### src/rtl/capi_command_arbiter_pkg.sv
// Shared types and helpers for the PSL command arbiter.
// CommandInterfaceOutput / ResponseInterface are the existing PSL bus records.
// Optional feature macro used elsewhere in this slice: ARB_PERF_EN.
package capi_command_arbiter_pkg;

    typedef enum logic [1:0] {
        IDLE  = 2'd0,
        RUN   = 2'd1,
        DRAIN = 2'd2
    } arb_state;

    typedef struct packed {
        logic        valid;
        logic [7:0]  tag;
        logic        tag_parity;
        logic [12:0] command;
        logic        command_parity;
        logic [2:0]  abt;
        logic [63:0] address;
        logic        address_parity;
        logic [15:0] context_handle;
        logic [11:0] size;
    } CommandInterfaceOutput;

    typedef struct packed {
        logic        valid;
        logic [7:0]  tag;
        logic        tag_parity;
        logic [7:0]  response;
        logic [8:0]  credits;        // two's complement credit return
        logic [1:0]  cache_state;
        logic [12:0] cache_position;
    } ResponseInterface;

    // Requester index held in the upper id_bits of a PSL tag.
    function automatic logic [7:0] tag_id(input logic [7:0] tag, input int id_bits);
        return tag >> (8 - id_bits);
    endfunction

    // Requester-local part of a PSL tag (upper id_bits cleared).
    function automatic logic [7:0] tag_local(input logic [7:0] tag, input int id_bits);
        return tag & (8'hFF >> id_bits);
    endfunction

    // Build a PSL tag from a requester index and its local tag.
    function automatic logic [7:0] tag_join(input logic [7:0] id, input logic [7:0] lt,
                                            input int id_bits);
        return (id << (8 - id_bits)) | (lt & (8'hFF >> id_bits));
    endfunction

endpackage

### src/rtl/capi_command_arbiter_if.sv
// Bundle of requester-side and PSL-side signals around the command arbiter.
// Handshake: a requester raises req_cmd[i].valid and holds all fields stable
// until req_ready[i] pulses for one cycle; the transfer happens in that cycle
// and valid must drop on the next cycle, otherwise it is a new request.
// command_out and resp_out are valid-only (PSL never back-pressures).
interface capi_command_arbiter_if
    import capi_command_arbiter_pkg::*;
#(
    parameter int NUM_REQ = 4
);
    logic                  enabled;
    logic [7:0]            croom;
    CommandInterfaceOutput req_cmd [NUM_REQ];
    logic [NUM_REQ-1:0]    req_ready;
    CommandInterfaceOutput command_out;
    ResponseInterface      response;
    ResponseInterface      resp_out [NUM_REQ];
    logic                  busy;
    // Observation of internal state
    arb_state              dbg_state;
    logic signed [8:0]     dbg_credits;
    logic [7:0]            dbg_outstanding;

    modport master (
        input  enabled, croom, req_cmd, response,
        output req_ready, command_out, resp_out, busy,
               dbg_state, dbg_credits, dbg_outstanding
    );

    modport slave (
        output enabled, croom, req_cmd, response,
        input  req_ready, command_out, resp_out, busy,
               dbg_state, dbg_credits, dbg_outstanding
    );
endinterface

### src/rtl/capi_command_arbiter_rr_arbiter.sv
// Combinational round-robin picker: first set request at or above ptr,
// wrapping around, returned as a one-hot grant.
module rr_arbiter #(
    parameter int N = 4
) (
    input  logic [N-1:0]         req,
    input  logic [$clog2(N)-1:0] ptr,
    output logic [N-1:0]         grant
);
    localparam int PW = $clog2(N);
    localparam int SW = PW + 1;

    logic [SW-1:0] sum;
    logic [PW-1:0] idx;
    logic          found;

    // Scan from ptr upward with wrap, keep the first requester seen.
    always_comb begin
        grant = '0;
        found = 1'b0;
        sum   = '0;
        idx   = '0;
        for (int k = 0; k < N; k++) begin
            sum = {1'b0, ptr} + SW'(k);
            if (sum >= SW'(N)) begin
                sum = sum - SW'(N);
            end
            idx = sum[PW-1:0];
            if (!found && req[idx]) begin
                grant[idx] = 1'b1;
                found      = 1'b1;
            end
        end
    end
endmodule

### src/rtl/capi_command_arbiter.sv
// Shares one PSL command/response interface among NUM_REQ work elements:
// round-robin grant, croom credit accounting, tag rewrite with requester
// index, response routing by tag.
// Optional: define ARB_PERF_EN to add perf_grants / perf_stall counters.
module capi_command_arbiter
    import capi_command_arbiter_pkg::*;
#(
    parameter int NUM_REQ = 4
) (
    input logic                    clock,
    input logic                    reset,
    capi_command_arbiter_if.master bus
`ifdef ARB_PERF_EN
    , output logic [31:0]          perf_grants [NUM_REQ]
    , output logic [31:0]          perf_stall
`endif
);
    localparam int ID_BITS = $clog2(NUM_REQ);

    arb_state              state_q, state_d;
    logic                  grant_en;
    logic                  load_croom;
    logic [NUM_REQ-1:0]    req_vec;
    logic [NUM_REQ-1:0]    arb_grant;
    logic                  grant_any;
    logic [ID_BITS-1:0]    winner;
    logic [ID_BITS-1:0]    rr_ptr_q, rr_ptr_d;
    logic signed [8:0]     credits_q, credits_d, resp_credits;
    logic [7:0]            outstanding_q, outstanding_d;
    logic [7:0]            croom_q;
    CommandInterfaceOutput grant_cmd;
    logic                  winner_tag_ok;
    logic [7:0]            resp_id;
    ResponseInterface      resp_route [NUM_REQ];

    // Collect request bits from the requester records.
    always_comb begin
        req_vec = '0;
        for (int i = 0; i < NUM_REQ; i++) begin
            req_vec[i] = bus.req_cmd[i].valid;
        end
    end

    rr_arbiter #(.N(NUM_REQ)) u_rr (
        .req   (req_vec),
        .ptr   (rr_ptr_q),
        .grant (arb_grant)
    );

    assign bus.req_ready = grant_en ? arb_grant : '0;
    assign grant_any     = |bus.req_ready;

    // One-hot grant to index, and the pointer just past the winner.
    always_comb begin
        winner = '0;
        for (int i = 0; i < NUM_REQ; i++) begin
            if (arb_grant[i]) begin
                winner = ID_BITS'(i);
            end
        end
        rr_ptr_d = (winner == ID_BITS'(NUM_REQ - 1)) ? '0 : winner + 1'b1;
    end

    // FSM state register.
    always_ff @(posedge clock or posedge reset) begin
        if (reset) begin
            state_q <= IDLE;
        end else begin
            state_q <= state_d;
        end
    end

    // FSM next state; grants only while running and still enabled so that
    // dropping enabled stops new commands immediately.
    always_comb begin
        state_d    = state_q;
        grant_en   = 1'b0;
        load_croom = 1'b0;
        case (state_q)
            IDLE: begin
                if (bus.enabled) begin
                    state_d    = RUN;
                    load_croom = 1'b1;
                end
            end
            RUN: begin
                if (!bus.enabled) begin
                    state_d = DRAIN;
                end else begin
                    grant_en = (credits_q > 9'sd0);
                end
            end
            DRAIN: begin
                if (outstanding_q == 8'd0) begin
                    state_d = IDLE;
                end
            end
            default: state_d = IDLE;
        endcase
    end

    // Next credit and outstanding counts; grant and return in one cycle net out.
    always_comb begin
        resp_credits = bus.response.valid ? $signed(bus.response.credits) : 9'sd0;
        if (load_croom) begin
            credits_d = $signed({1'b0, bus.croom});
        end else begin
            credits_d = credits_q - (grant_any ? 9'sd1 : 9'sd0) + resp_credits;
        end
        outstanding_d = outstanding_q + 8'(grant_any) - 8'(bus.response.valid);
    end

    // Credit, outstanding, croom snapshot and round-robin pointer registers.
    always_ff @(posedge clock or posedge reset) begin
        if (reset) begin
            credits_q     <= '0;
            outstanding_q <= '0;
            croom_q       <= '0;
            rr_ptr_q      <= '0;
        end else begin
            credits_q     <= credits_d;
            outstanding_q <= outstanding_d;
            if (load_croom) begin
                croom_q <= bus.croom;
            end
            if (grant_any) begin
                rr_ptr_q <= rr_ptr_d;
            end
        end
    end

    // Winner's command with requester index in the tag and fresh odd parity.
    always_comb begin
        grant_cmd                = bus.req_cmd[winner];
        grant_cmd.valid          = 1'b1;
        grant_cmd.tag            = tag_join(8'(winner), bus.req_cmd[winner].tag, ID_BITS);
        grant_cmd.tag_parity     = ~^grant_cmd.tag;
        grant_cmd.command_parity = ~^grant_cmd.command;
        grant_cmd.address_parity = ~^grant_cmd.address;
        winner_tag_ok            = (tag_id(bus.req_cmd[winner].tag, ID_BITS) == 8'd0);
    end

    // PSL command register: one-cycle pulse the cycle after a grant.
    always_ff @(posedge clock or posedge reset) begin
        if (reset) begin
            bus.command_out <= '0;
        end else if (grant_any) begin
            bus.command_out <= grant_cmd;
        end else begin
            bus.command_out <= '0;
        end
    end

    // Route the PSL response to the requester named in its upper tag bits.
    always_comb begin
        resp_id = tag_id(bus.response.tag, ID_BITS);
        for (int i = 0; i < NUM_REQ; i++) begin
            resp_route[i] = '0;
            if (!reset && bus.response.valid && resp_id == 8'(i)) begin
                resp_route[i]     = bus.response;
                resp_route[i].tag = tag_local(bus.response.tag, ID_BITS);
            end
        end
    end

    assign bus.resp_out        = resp_route;
    assign bus.busy            = (state_q != IDLE) || (outstanding_q != 8'd0);
    assign bus.dbg_state       = state_q;
    assign bus.dbg_credits     = credits_q;
    assign bus.dbg_outstanding = outstanding_q;

`ifdef ARB_PERF_EN
    // Per-requester grant counters and credit-stall counter.
    always_ff @(posedge clock or posedge reset) begin
        if (reset) begin
            for (int i = 0; i < NUM_REQ; i++) begin
                perf_grants[i] <= '0;
            end
            perf_stall <= '0;
        end else if (load_croom) begin
            for (int i = 0; i < NUM_REQ; i++) begin
                perf_grants[i] <= '0;
            end
            perf_stall <= '0;
        end else begin
            for (int i = 0; i < NUM_REQ; i++) begin
                if (bus.req_ready[i]) begin
                    perf_grants[i] <= perf_grants[i] + 32'd1;
                end
            end
            if (state_q == RUN && (|req_vec) && credits_q == 9'sd0) begin
                perf_stall <= perf_stall + 32'd1;
            end
        end
    end
`endif

    // Credits stay between zero and the croom sampled at job start.
    a_credit_range: assert property (@(posedge clock) disable iff (reset)
        (credits_q >= 9'sd0) && (credits_q <= $signed({1'b0, croom_q})));

    // Requester tags must leave the upper index bits free.
    a_tag_fits: assert property (@(posedge clock) disable iff (reset)
        grant_any |-> winner_tag_ok);

endmodule

### src/flat_wrapper.sv
// flat-port wrapper written by rule: the top's interface ports become plain ports
module capi_command_arbiter_flat import capi_command_arbiter_pkg::*;
#(
    parameter int NUM_REQ = 4
)
  (clock, reset, bus_enabled, bus_croom, bus_req_cmd, bus_response, bus_req_ready, bus_command_out, bus_resp_out, bus_busy, bus_dbg_state, bus_dbg_credits, bus_dbg_outstanding);
  capi_command_arbiter_if #(.NUM_REQ(NUM_REQ)) bus_i ();
  input logic clock;
  input logic reset;
  input wire logic [$bits(bus_i.enabled)-1:0] bus_enabled;
  input wire logic [$bits(bus_i.croom)-1:0] bus_croom;
  input wire logic [$bits(bus_i.req_cmd)-1:0] bus_req_cmd;
  input wire logic [$bits(bus_i.response)-1:0] bus_response;
  output wire logic [$bits(bus_i.req_ready)-1:0] bus_req_ready;
  output wire logic [$bits(bus_i.command_out)-1:0] bus_command_out;
  output wire logic [$bits(bus_i.resp_out)-1:0] bus_resp_out;
  output wire logic [$bits(bus_i.busy)-1:0] bus_busy;
  output wire logic [$bits(bus_i.dbg_state)-1:0] bus_dbg_state;
  output wire logic [$bits(bus_i.dbg_credits)-1:0] bus_dbg_credits;
  output wire logic [$bits(bus_i.dbg_outstanding)-1:0] bus_dbg_outstanding;
  assign bus_i.enabled = bus_enabled;
  assign bus_i.croom = bus_croom;
  assign bus_i.req_cmd = {>>{bus_req_cmd}};
  assign bus_i.response = bus_response;
  assign bus_req_ready = bus_i.req_ready;
  assign bus_command_out = bus_i.command_out;
  assign bus_resp_out = {>>{bus_i.resp_out}};
  assign bus_busy = bus_i.busy;
  assign bus_dbg_state = bus_i.dbg_state;
  assign bus_dbg_credits = bus_i.dbg_credits;
  assign bus_dbg_outstanding = bus_i.dbg_outstanding;
  capi_command_arbiter #(.NUM_REQ(NUM_REQ)) u_core (.clock(clock), .reset(reset), .bus(bus_i));
endmodule
### config.mk
export PLATFORM = sky130hd
export DESIGN_NAME = capi_command_arbiter_flat
export DESIGN_NICKNAME = d
export VERILOG_FILES = /design/src/rtl/capi_command_arbiter_pkg.sv /design/src/rtl/capi_command_arbiter_if.sv /design/src/rtl/capi_command_arbiter_rr_arbiter.sv /design/src/rtl/capi_command_arbiter.sv /design/src/flat_wrapper.sv
export SDC_FILE = /design/constraint.sdc
export NUM_CORES = 1
export LEC_CHECK = 0
export BUFFER_PORTS_ARGS = -buffer_cell sky130_fd_sc_hd__buf_2
export CAP_MARGIN = 20
export CORE_AREA = 2 2 332 334
export CTS_CLUSTER_DIAMETER = 80
export DETAILED_ROUTE_END_ITERATION = 8
export DIE_AREA = 0 0 334 336
export PLACE_DENSITY = 0.4
export SLEW_MARGIN = 15
export SYNTH_ARGS = -nofsm -noshare
export SYNTH_HDL_FRONTEND = slang
export SYNTH_SLANG_ARGS = --single-unit
### constraint.sdc
create_clock -name clock -period 10.8 [get_ports clock]
set_input_delay 1.08 -clock clock [delete_from_list [all_inputs] [get_ports clock]]
set_output_delay 1.08 -clock clock [all_outputs]
set_load 0.02 [all_outputs]
== Word level (Yosys, flattened, before mapping) ==
Index checks and enable logic that the tools add are counted.
Operators by class
  multiplexer cells: 51
  order comparisons: 14
  bitwise gates (word level): 5
  reductions and logical operators: 27
  eq/ne operators: 9
  $add $sub $neg: 12
Operator list (count)
  $bmux 120 s2: 1
  $mux 117: 2
  $mux 42: 4
  $mux 120: 1
  $reduce_xnor 64->1: 1
  $mux 2: 10
  $mux 4: 5
  $mux 9: 2
  $mux 1: 17
  $logic_not 8->1: 2
  $reduce_xnor 13->1: 1
  $ge 3x3->1 const B: 4
  $logic_and 1x1->1: 12
  $lt 2x3->1 const B: 4
  $or 4x4->4: 3
  $add 9x9->9: 1
  $gt 9x1->1 const B: 1
  $sub 9x9->9: 1
  $add 8x1->8: 1
  $bmux 1 s2: 4
  $demux 1 s2: 4
  $eq 2x2->1 const B: 4
  $ge 2x1->1 const B: 4
  $or 8x6->8: 1
  19 further kinds: 28
Word-level totals
  flip-flop bits (word level): 141
  input port bits: 533

== Longest topological paths before layout ==
Gate-level depths: netlist of run 1.
  depth in word-level cells: 24
  mapped depth: 28
  mapped depth without buffers: 24

== Cells and area by module ==
Synthesis of run 1 repeated with hierarchy kept, for this count alone.
Unflattened totals
  cells, all modules: 1272
  area total of the unflattened synthesis: 10781.6 um^2
Modules (own cells, without submodules)
  capi_command_arbiter: area each 10478.8 um^2, instances 1, cells an instance 1242, sequential area each 3528.4 um^2
  rr_arbiter: area each 302.8 um^2, instances 1, cells an instance 30, sequential area each 0.0 um^2

== Worst setup path before layout of run 1 ==
OpenSTA, ideal clock, no wires.
  path type: input-to-output
  start point: in reset
  end point: out bus_resp_out[30]
  slack: 4.431 ns
  data required time: 9.720 ns
  data arrival time: 5.289 ns
  stages: 4
  buffers on the path: 1
  cells stage by stage: inv_1 -> and4_1 -> clkbuf_1 -> and2_1
On the way
  cells in the longest elaborated chain, start to end: 4
Ends and longest elaborated chain
  start, declared: line flat_wrapper.sv:9  | input logic reset;
  $logic_not 1->1 (no line)
  $logic_and 1x1->1 (2 in a row): line capi_command_arbiter.sv:159  | if (!reset && bus.response.valid && resp_id == 8'(i)) begin
  $mux 42: line capi_command_arbiter.sv:159
  end, declared: line flat_wrapper.sv:16  | output wire logic [$bits(bus_i.resp_out)-1:0] bus_resp_out;
No other way between the ends.

== Worst setup path after layout of run 1 ==
  start point: reg u_core.rr_ptr_q[0]
  end point: reg u_core.credits_q[8] (netlist: u_core.bus.dbg_credits[8])
On the way
  cells in the longest elaborated chain, start to end: 20
Ends and longest elaborated chain
  start, declared: line capi_command_arbiter.sv:27  | logic [ID_BITS-1:0] rr_ptr_q, rr_ptr_d;
  start signal, assigned: line capi_command_arbiter.sv:127  | rr_ptr_q <= rr_ptr_d;
  parallel branches: the longest is 13 deep, another holds $add 2x1->3
  $mux 4 *: line capi_command_arbiter_rr_arbiter.sv:29  | if (!found && req[idx]) begin
  $mux 4 *: line capi_command_arbiter.sv:50  | assign bus.req_ready = grant_en ? arb_grant : '0;
  $reduce_or 4->1 *: line capi_command_arbiter.sv:51  | assign grant_any = |bus.req_ready;
  via u_core.grant_any: line capi_command_arbiter.sv:25  | logic grant_any;
  $mux 1 *: line capi_command_arbiter.sv:108  | credits_d = credits_q - (grant_any ? 9'sd1 : 9'sd0) + resp_credits;
  $sub 9x9->9 *: line capi_command_arbiter.sv:108
  $add 9x9->9 *: line capi_command_arbiter.sv:108
  $mux 9 *: line capi_command_arbiter.sv:105  | if (load_croom) begin
  via u_core.credits_d[8]: line capi_command_arbiter.sv:28  | logic signed [8:0] credits_q, credits_d, resp_credits;
  end signal, assigned: line capi_command_arbiter.sv:121  | credits_q <= credits_d;
  end, declared: line capi_command_arbiter.sv:28
Mark *: on every way through the listed nets, which the timed path passes. The select of a mux whose other input is x is not followed.
A chain may end at the register's enable or synchronous reset.

==> summary.txt, run 1 <==
GRT
  – Vias in the first global route: 12400
  – First-pass GRT wire length: 91200 µm
  – GRT Util Overall: 0.115
  – Largest net degree at the start of global routing: 93
  – Initial antenna violation count: 25
  – Remaining Overflow, GRT: 0

Logic synthesis
  – Synth Flop Type: dfrtp_1
  – Yosys cell types: 57
  – Synth Instances: 1349
  – Post-synth ARST share: 1.00
  – Synth top area share: 0.326
  – Register bit total from synthesis: 141
  – Yosys top cell by area: dfrtp_1
  – EDFF count, synth: 0
  – Sequential share of the synthesized area: 0.326
  – Syn avg cell area: 8.03 µm²
  – Synthesis warning total: 0
  – Synthesized area: 10800 µm²
  – Synth area leaders: dfrtp_1 (33%), and2_1 (12%), nor2_1 (6.7%)

Power
  – P per Cell Area: 436 nW/µm²
  – Clock Power Share: 0.091
  – Static Leak: 9.00 nW
  – Reg power frac: 0.097
  – Switching power: 4.02 mW
  – Max VDD drop: 425 µV
  – Switching Fraction: 0.540
  – Part of the power in combinational logic: 0.811
  – Int Pwr: 3.43 mW

Critical path
  – Crit path launch type: flip-flop
  – Buf+Inv Stages, Crit Path: 5
  – Worst path most repeated cell: inv_1
  – WS Path Type: flip-flop to flip-flop
  – CP delay by family, top: compound AO/OA/AOI/OAI gates
  – CP endpoint kind: flip-flop
  – CP cell instances: inv_1 > ha_1 > mux4_2 > a211oi_2 > a221o_4 > a31o_4 > inv_1 > ha_1 > inv_1 > ha_1 > inv_1 > fa_1 > inv_1 > a21oi_1 > o21ai_0 > and2_1 > o21ai_0 > nand2b_1 > a21o_1 > a21oi_1 > xnor2_1 > nor2_1
  – Worst r2r dst: u_core.bus.dbg_credits[8]
  – FF-to-FF setup slack: 4.90 ns
  – WP data arrival: 6.26 ns
  – Worst r2r src: u_core.rr_ptr_q[0]
  – Critical Path RT: 11.16 ns
  – CP peak stage delay: 0.63 ns
  – Crit-path max FO: 32
  – Crit path depth: 22
  – Worst Reg2Reg Path Length in Cells: 22
  – Slowest CP cell: dfrtp_1

Clocking
  – Clock Sinks: 141
  – Root Buffer Master: clkbuf_16
  – Clk_lat worst skew: 0.49 ns
  – CTS Buf Count: 17
  – Maximum buffer depth of the clock tree: 2
  – Setup bufs post-CTS: 0
  – Post-CTS Resized: 0
  – CTS Hold Bufs: 0
  – # H-tree levels: 4
  – Clock-pin slew on the worst setup and hold paths: 0.07 ns
  – CTS tree: built

Floorplanning
  – I/O pin cnt: 845
  – Core Area: 108000 µm²
  – Initial Util: 0.100
  – Die Ht: 336 µm
  – Die W: 334 µm
  – DIE AREA: 112000 µm²
  – Row cnt: 121

Timing
  – RSZ-0062 raised after global routing: no
  – Slew HR: 0.276
  – Clk_skew: 0.0194 ns
  – Final cycle utilization of the critical path: 0.546
  – Hold Violations, Final: 0
  – Min Tclk post-route: 5.90 ns
  – Final TNS setup: 0 ns
  – Fmax: 0.170 GHz
  – Final Max Tran Viols: 0
  – Final setup viols: 0
  – Slew @ Worst Pin: 1.09 ns

Detailed routing
  – WL final: 67000 µm
  – Met3 WL post-DR: 6310 µm
  – Post-route ant nets: 0
  – Routed WL per cell: 19.0 µm
  – Drt first-iter violations: 631
  – Highest metal used: met5
  – Remaining DRCs: 0
  – Routed wl met2: 30200 µm
  – Vias per cell: 3.55
  – DRT Pass-1 Iters: 5
  – Via Count: 12500
  – Met1 wire length: 28500 µm

Layout
  – Most common cell after layout, fill and taps aside: buf_2
  – Area growth syn-to-layout: 57.7%
  – Net count, final: 2671
  – Fillcell total: 12500
  – Share of cells above drive strength 1: 0.432
  – Most frequent cells in the layout: buf_2 (816), and2_1 (200), nor2_1 (194)
  – Core Util, Final: 0.158

Place
  – Dpl hpwl: 54200 µm
  – PortBufs: 816
  – Final GP Congestion: 0.848

Hold path
  – Hold path start: u_core.bus.dbg_state[1]
  – Hold Path End: u_core.bus.dbg_state[0]
  – Min-Delay Path Class: flip-flop to flip-flop
  – Hold depth: 1

Status
  – Status: finished, final reports clean

Job
  – Max_cap viols: 0
[state kept, by name, summed over array words and instances, names as in the netlist]
register	flops
u_core.bus.command_out	120
u_core.bus.dbg_credits	9
u_core.bus.dbg_outstanding	8
u_core.bus.dbg_state	2
u_core.rr_ptr_q	2
[final cells by class]
cell class	count	area, µm²	area share
tap	1414	1770	0.104
clock buffer	19	443	0.0259
timing repair buffer	843	4300	0.252
sequential	141	3530	0.207
clock inverter	13	188	0.0110
inverter	89	342	0.0200
multi-input combinational	1011	6500	0.381
antenna	5	12.5	0.000732
[power groups by stage]
stage	Combinational, mW	Sequential (mW)	Clock [mW]
2_1_floorplan	4.17	0.872	0
3_3_place_gp	6.26	0.734	0
3_5_place_dp	6.25	0.736	0
4_1_cts	6.27	0.727	0.724
5_1_grt	6.75	0.740	0.738
6_report	6.05	0.725	0.681
[metrics by stage]
| step | hold slack (ns) | instances | setup WS, ns | power [mW] | cell area, µm² |
|---|---|---|---|---|---|
| after global placement | 0.517 | 3497 | 4.76 | 6.99 | 16400 |
| after CTS | 0.535 | 3530 | 4.72 | 7.72 | 17100 |
| final | 0.533 | 3535 | 4.90 | 7.46 | 17100 |
| after detailed placement | 0.524 | 3498 | 4.72 | 6.98 | 16400 |
| after floorplan | 0.550 | 1356 | 4.43 | 5.04 | 10900 |
| after global routing | 0.578 | 3532 | 4.34 | 8.23 | 17100 |
[Yosys cell counts, types with 4 or more instances]
| cell type | count |
|---|---|
| inv_1 | 89 |
| a2bb2oi_2 | 10 |
| nand2_1 | 108 |
| clkbuf_1 | 62 |
| and2_1 | 200 |
| o22ai_1 | 44 |
| a31oi_1 | 63 |
| o21ai_0 | 56 |
| a22oi_1 | 6 |
| mux4_2 | 4 |
| nor2_1 | 194 |
| ha_1 | 33 |
| xor2_1 | 26 |
| a221oi_1 | 7 |
| o22ai_2 | 5 |
| a21oi_1 | 51 |
| a2bb2oi_1 | 11 |
| a21o_1 | 24 |
| dfrtp_1 | 141 |
| o221ai_1 | 5 |
| xnor2_1 | 69 |
| buf_6 | 12 |
| a311oi_1 | 39 |
| buf_4 | 10 |
| buf_2 | 19 |
| nor2b_1 | 6 |
| buf_1 | 12 |
[metal layers]
metal,vias to the layer above,global-route usage
met5,-,0
met4,26,0.0418
met3,89,0.0465
met2,514,0.177
met1,5874,0.144
li1,6046,-
[cell families after synthesis]
kind of cell	count (synthesis)	share of synthesized area
compound gates	337	0.217
other cells	1	0.000346
mux	8	0.0121
flops	141	0.326
buf+inv	204	0.0846
simple gates	528	0.242
xor+xnor	95	0.0768
fa+ha+maj	35	0.0418
[how the worst max path moves through the flow]
stage	endpoint	start
global route	u_core.bus.dbg_credits[8]	u_core.rr_ptr_q[0]
finish	u_core.bus.dbg_credits[8]	u_core.rr_ptr_q[0]
detailed placement	u_core.bus.dbg_credits[8]	u_core.rr_ptr_q[0]
global placement	u_core.bus.dbg_credits[8]	bus_req_cmd[119]
CTS	u_core.bus.dbg_credits[8]	u_core.rr_ptr_q[0]
floorplan	bus_resp_out[30]	reset
(Power assumes the default switching activity.)
==> run 2, diff against run 1 <==
Settings changed: CORE_AREA 2 2 332 334 to 2 2 324 326, DIE_AREA 0 0 334 336 to 0 0 326 328, PLACE_DENSITY 0.4 to 0.41.
Clock period 10.8 ns to 5.68 ns, I/O delays scaled along.
==> run 2 against run 1 <==
  * Via count increased by 0.24%
  * Die area fell by 4.7%
  * Setup slack got worse by 4.3 ns
  * Clock-buffer cell count down 1
  * Hold slack worse by 0.33 ns
  * Global-route usage is 0.41 points higher
  * Clock power up 75%
  * Routed wire length decreased by 1.2%
  * Combinational power increased by 93%
  * Clock skew fell by 0.0031 ns
  * Largest cell class unchanged
==> summary.txt, run 2 (synthesized netlist as in run 1, its figures left out) <==
Place
  – Final GP Congestion: 0.836 (-1.4%)
  – Dpl hpwl: 53800 µm (-0.79%)
  – PortBufs: 816 (unchanged)
  – Placed cell areas: 16600 µm² (+0.77%)
  – Placed cell count: 3478 (-0.57%)
  – Pre-CTS setup slack: 0.507 ns (-4.21 ns)

Layout
  – Fin cells: 3511 (-0.68%)
  – Net count, final: 2685 (+0.52%)
  – Area growth syn-to-layout: 58.2%
  – Most common cell after layout, fill and taps aside: buf_2
  – Share of cells above drive strength 1: 0.436 (+0.00373)
  – Most frequent cells in the layout: buf_2 (816), and2_1 (200), nor2_1 (194)
  – Design Area, Final: 17100 µm² (+0.35%)
  – Most flops, register: u_core.bus.command_out
  – Fillcell total: 11900 (-5.3%)
  – Core Util, Final: 0.166 (+0.00852)
  – Max FFs per register: 120 (unchanged)

Timing
  – Final TNS setup: 0 ns (unchanged)
  – Slew HR: 0.316 (+0.0396)
  – Final WS setup: 0.626 ns (-4.28 ns)
  – Fmax: 0.198 GHz (+17%)
  – Final setup viols: 0 (unchanged)
  – Slew @ Worst Pin: 1.02 ns (-0.0614 ns)
  – Final cycle utilization of the critical path: 0.890 (+0.344)
  – Final Max Tran Viols: 0 (unchanged)
  – Hold Violations, Final: 0 (unchanged)
  – Min Tclk post-route: 5.05 ns (-0.842 ns)
  – Clk_skew: 0.0163 ns (-0.00309 ns)
  – RSZ-0062 raised after global routing: no

Floorplanning
  – I/O pin cnt: 845 (unchanged)
  – DIE AREA: 107000 µm² (-4.7%)
  – Die W: 326 µm (-2.4%)
  – Row cnt: 118 (-2.5%)
  – Die Ht: 328 µm (-2.4%)
  – Initial Util: 0.105 (+0.00503)
  – Core Area: 103000 µm² (-4.8%)

Clocking
  – Maximum buffer depth of the clock tree: 2 (unchanged)
  – Setup bufs post-CTS: 0 (unchanged)
  – CTS Hold Bufs: 0 (unchanged)
  – Post-CTS Resized: 0 (unchanged)
  – CTS tree: built
  – Clock Sinks: 141 (unchanged)
  – # H-tree levels: 4 (unchanged)
  – Clk_lat worst skew: 0.50 ns (about the same)
  – CTS Buf Count: 17 (unchanged)
  – Root Buffer Master: clkbuf_16
  – Clock-pin slew on the worst setup and hold paths: 0.07 ns (about the same)

Power
  – Static Leak: 9.07 nW (+0.75%)
  – P per Cell Area: 832 nW/µm² (+91%)
  – Max VDD drop: 829 µV (+95%)

Critical path
  – CP endpoint kind: flip-flop
  – Crit path launch type: flip-flop
  – WS Path Type: flip-flop to flip-flop
  – FF-to-FF setup slack: 0.63 ns (-4.28 ns)
  – Crit-path max FO: 7 (-78%)
  – Worst Reg2Reg Path Length in Cells: 24 (+9.1%)
  – Worst r2r src: u_core.rr_ptr_q[1]
  – Critical Path RT: 6.03 ns (-5.13 ns)
  – WP data arrival: 5.40 ns (-0.86 ns)
  – Worst r2r dst: u_core.bus.dbg_credits[8]

Detailed routing
  – WL final: 66200 µm (-1.2%)
  – Remaining DRCs: 0 (unchanged)
  – Post-route ant nets: 0 (unchanged)
  – Routed WL per cell: 18.8 µm (-0.55%)
  – DRT Pass-1 Iters: 5 (unchanged)
  – Vias per cell: 3.58 (+0.92%)
  – Via Count: 12600 (+0.24%)
  – Drt first-iter violations: 648 (+2.7%)

Job
  – Max_cap viols: 0 (unchanged)

GRT
  – Largest net degree at the start of global routing: 86 (-7.5%)
  – Initial antenna violation count: 17 (-32%)
  – Remaining Overflow, GRT: 0 (unchanged)
  – Vias in the first global route: 12200 (-1.2%)
  – GRT Util Overall: 0.119 (+0.00407)
  – First-pass GRT wire length: 90700 µm (-0.51%)

Status
  – Status: finished, final reports clean

Hold path
  – Min-Delay Path Class: input pin to asynchronous set/reset pin
-- run 2: worst max-delay path by stage --
stage	startpoint	end	slack, ns
2_1_floorplan	u_core.rr_ptr_q[0]	u_core.bus.dbg_credits[8]	0.17
6_report	u_core.rr_ptr_q[1]	u_core.bus.dbg_credits[8]	0.63
3_5_place_dp	u_core.rr_ptr_q[1]	u_core.bus.dbg_credits[8]	0.51
3_3_place_gp	u_core.rr_ptr_q[1]	u_core.bus.dbg_credits[8]	0.52
5_1_grt	u_core.rr_ptr_q[1]	u_core.bus.dbg_credits[8]	0.17
4_1_cts	u_core.rr_ptr_q[1]	u_core.bus.dbg_credits[8]	0.49
-- run 2: metal layers --
| layer | up-vias | share of wire | global-route usage |
|---|---|---|---|
| met2 | 503 | 0.46 | 0.187 |
| met3 | 50 | 0.066 | 0.0345 |
| met1 | 5935 | 0.45 | 0.158 |
| met5 | - | 0.0019 | 0 |
| met4 | 18 | 0.016 | 0.0327 |
| li1 | 6073 | - | - |
-- run 2: layout make-up --
type,count,area (µm²),area share
antenna,1,2.50,0.000146
clock buffer,18,439,0.0256
clock inverter,14,135,0.00788
inverter,89,342,0.0199
multi-input combinational,1011,6500,0.379
sequential,141,3530,0.206
tap,1380,1730,0.101
timing repair buffer,857,4470,0.261
-- run 2: through the flow --
| step | hold WS [ns] | power [mW] |
|---|---|---|
| floorplan | 0.550 | 9.55 |
| global placement | 0.532 | 13.3 |
| detailed placement | 0.533 | 13.3 |
| CTS | 0.199 | 14.6 |
| global route | 0.212 | 15.3 |
| finish | 0.206 | 14.3 |
-- run 2: worst max-delay path, cell delays in order, from the launching register on --
cell	delay (ns)
dfrtp_1	0.45
inv_1	0.13
ha_1	0.40
mux4_2	0.63
nor2b_1	0.18
o21ai_1	0.16
a21boi_4	0.20
nor2_1	0.08
a31o_4	0.26
inv_1	0.24
ha_1	0.29
inv_1	0.05
ha_1	0.15
inv_1	0.06
fa_1	0.44
inv_1	0.08
a21oi_1	0.05
o21ai_0	0.23
and2_1	0.18
o21ai_0	0.08
nand2b_1	0.12
a21o_1	0.13
a21oi_1	0.07
xnor2_1	0.16
nor2_1	0.05
-- run 2: power breakdown --
group / internal (mW) / total, mW / switching (mW)
combinational: 4.78 / 11.7 / 6.91
sequential: 1.25 / 1.37 / 0.122
clock: 0.620 / 1.19 / 0.572
==> run 3, diff against run 2 <==
Settings changed: CORE_AREA 2 2 324 326 to 2 2 331 333, DIE_AREA 0 0 326 328 to 0 0 333 335.
Clock period 5.68 ns to 4.5 ns, I/O delays scaled along.
==> run 3 against run 2 <==
  * Sequential power up 26%
  * Global-route usage decreased by 0.087 points
  * Hold slack worse by 0.046 ns
  * Largest power group unchanged
==> summary.txt, run 3 (synthesized netlist as in run 1, its figures left out) <==
Place
  – Placed cell areas: 17000 µm² (+2.9%)
  – PortBufs: 816 (unchanged)
  – Dpl hpwl: 56500 µm (+5.0%)
  – Final GP Congestion: 0.862 (+3.1%)
  – Placed cell count: 3554 (+2.2%)
  – Pre-CTS setup slack: -0.130 ns (-0.637 ns)

Layout
  – Fin cells: 3610 (+2.8%)
  – Most flops, register: u_core.bus.command_out
  – Max FFs per register: 120 (unchanged)
  – Most frequent cells in the layout: buf_2 (816), and2_1 (200), nor2_1 (193)
  – Design Area, Final: 18100 µm² (+5.6%)
  – Most common cell after layout, fill and taps aside: buf_2
  – Share of cells above drive strength 1: 0.465 (+0.0290)
  – Net count, final: 2748 (+2.3%)
  – Area growth syn-to-layout: 67.1%
  – Fillcell total: 12500 (+5.2%)

Detailed routing
  – Vias per cell: 3.61 (+0.74%)
  – DRT Pass-1 Iters: 5 (unchanged)
  – Drt first-iter violations: 670 (+3.4%)
  – Post-route ant nets: 0 (unchanged)
  – Via Count: 13000 (+3.6%)
  – Remaining DRCs: 0 (unchanged)
  – WL final: 70100 µm (+5.9%)
  – Routed WL per cell: 19.4 µm (+3.0%)

Critical path
  – Worst r2r src: u_core.rr_ptr_q[0]
  – CP endpoint kind: flip-flop
  – Worst Reg2Reg Path Length in Cells: 16 (-33%)
  – CP peak stage delay: 0.61 ns (-0.02 ns)
  – Worst path most repeated cell: xnor2_1
  – Crit-path max FO: 27 (+20)
  – Critical Path RT: 4.83 ns (-1.20 ns)
  – WS Path Type: flip-flop to flip-flop
  – Worst r2r dst: u_core.bus.command_out[28]
  – Slowest CP cell: mux4_2
  – Worst Setup SP: u_core.rr_ptr_q[0]
  – FF-to-FF setup slack: 0.16 ns (-0.46 ns)
  – WP data arrival: 4.67 ns (-0.73 ns)
  – Crit path launch type: flip-flop
  – CP cell instances: inv_4 > ha_4 > mux4_2 > nor3b_4 > a311o_2 > buf_12 > clkbuf_16 > a31oi_1 > a2bb2oi_2 > xor2_1 > xnor2_1 > xnor2_1 > xnor2_1 > xnor2_2 > xnor2_1 > nor2_1

Timing
  – Final cycle utilization of the critical path: 0.964 (+0.0739)
  – Slew @ Worst Pin: 0.855 ns (-0.169 ns)
  – Final WS setup: 0.163 ns (-0.463 ns)
  – Min Tclk post-route: 4.34 ns (-0.717 ns)
  – Clk_skew: 0.0193 ns (+0.00297 ns)
  – Final setup viols: 0 (unchanged)
  – Final Max Tran Viols: 0 (unchanged)
  – Hold Violations, Final: 0 (unchanged)
  – Hold Slack: 0.160 ns (-0.0459 ns)
  – Fmax: 0.231 GHz (+17%)
  – Slew HR: 0.430 (+0.114)

Clocking
  – Clock-pin slew on the worst setup and hold paths: 0.08 ns (about the same)
  – CTS Buf Count: 17 (unchanged)
  – Maximum buffer depth of the clock tree: 2 (unchanged)
  – Clock Sinks: 141 (unchanged)
  – CTS tree: built
  – # H-tree levels: 4 (unchanged)
  – Root Buffer Master: clkbuf_16
  – Clk_lat worst skew: 0.49 ns (about the same)
  – CTS Hold Bufs: 0 (unchanged)

Floorplanning
  – I/O pin cnt: 845 (unchanged)
  – Core Area: 108000 µm² (+4.7%)
  – DIE AREA: 112000 µm² (+4.3%)
  – Row cnt: 121 (+2.5%)
  – Die Ht: 335 µm (+2.1%)
  – Initial Util: 0.100 (-0.00475)
  – Die W: 333 µm (+2.1%)

Job
  – Max_cap viols: 0 (unchanged)

Power
  – Reg power frac: 0.086 (-0.010)
  – Int Pwr: 9.91 mW (+49%)
  – Max VDD drop: 1340 µV (+62%)
  – Switching power: 10.1 mW (+33%)
  – Part of the power in combinational logic: 0.832 (+0.012)
  – Clock Power Share: 0.082 (-0.002)
  – Static Leak: 9.51 nW (+4.9%)
  – Switching Fraction: 0.505 (-0.0287)
  – P per Cell Area: 1110 nW/µm² (+33%)
  – Power Total: 20.0 mW (+40%)

GRT
  – Initial antenna violation count: 28 (+11)
  – Remaining Overflow, GRT: 0 (unchanged)
  – GRT Util Overall: 0.118 (-0.000869)
  – Vias in the first global route: 12600 (+2.8%)
  – Largest net degree at the start of global routing: 81 (-5.8%)
  – First-pass GRT wire length: 93900 µm (+3.6%)

Hold path
  – Hold Path End: u_core.bus.dbg_credits[6]
  – Min-Delay Path Class: input pin to flip-flop
  – Hold depth: 3
  – Hold path start: bus_croom[6]

Status
  – Status: finished, final reports clean
run 3: how the worst max path moves through the flow:
stage	end	slack [ns]	depth (start not counted)
finish	u_core.bus.command_out[28]	0.16	16
detailed placement	u_core.bus.command_out[28]	-0.13	16
global route	u_core.bus.command_out[28]	-0.005	19
floorplan	u_core.bus.dbg_credits[8]	-0.25	28
CTS	u_core.bus.command_out[28]	-0.07	16
global placement	u_core.bus.command_out[96]	-0.11	16
run 3: power groups by stage:
stage / Combinational [mW] / Clock [mW] / Sequential (mW)
after floorplan: 9.92 / 0 / 2.09
after global placement: 15.6 / 0 / 1.75
after detailed placement: 15.6 / 0 / 1.76
after CTS: 15.7 / 1.74 / 1.73
after global routing: 17.9 / 1.77 / 1.76
final: 16.6 / 1.63 / 1.73
run 3: worst max-delay path: cells and delay by family, from the launching register on:
kind,cells,cell delay (ns)
AND/OR/NAND/NOR,2,0.26
buffers and inverters,3,0.42
adder cells (fa/ha/maj),1,0.26
multiplexers,1,0.61
XOR/XNOR,6,1.04
flip-flops,1,0.39
AO/OA/AOI/OAI,3,1.16
run 3: routing by layer:
metal | vias to the layer above | track usage | wire length (µm)
met5 | - | 0 | 87
li1 | 6207 | - | -
met1 | 6211 | 0.164 | 33100
met3 | 59 | 0.0280 | 4140
met2 | 538 | 0.182 | 31500
met4 | 14 | 0.0317 | 1180
run 3: final cells by class:
| type | instances | area (µm²) | area share |
|---|---|---|---|
| clock inverter | 14 | 193 | 0.0106 |
| antenna | 3 | 7.51 | 0.000415 |
| sequential | 141 | 3530 | 0.195 |
| timing repair buffer | 918 | 5110 | 0.282 |
| inverter | 89 | 343 | 0.0189 |
| multi-input combinational | 1013 | 6730 | 0.372 |
| tap | 1414 | 1770 | 0.0977 |
| clock buffer | 18 | 429 | 0.0237 |
run 3: stage by stage:
stage,utilization,TNS (ns)
2_1_floorplan,-,-0.273
3_3_place_gp,0.158,-0.206
3_5_place_dp,0.158,-0.236
4_1_cts,0.164,-0.0674
5_1_grt,0.167,-0.00531
6_report,0.168,0
run 3: repair_timing:
item | 4_1_cts | 5_1_grt
pin swaps | 0 | 17
resized for setup | 4 | 23
gates cloned | 0 | 5
endpoints found under the setup margin | 2 | 4
setup buffers | 0 | 15
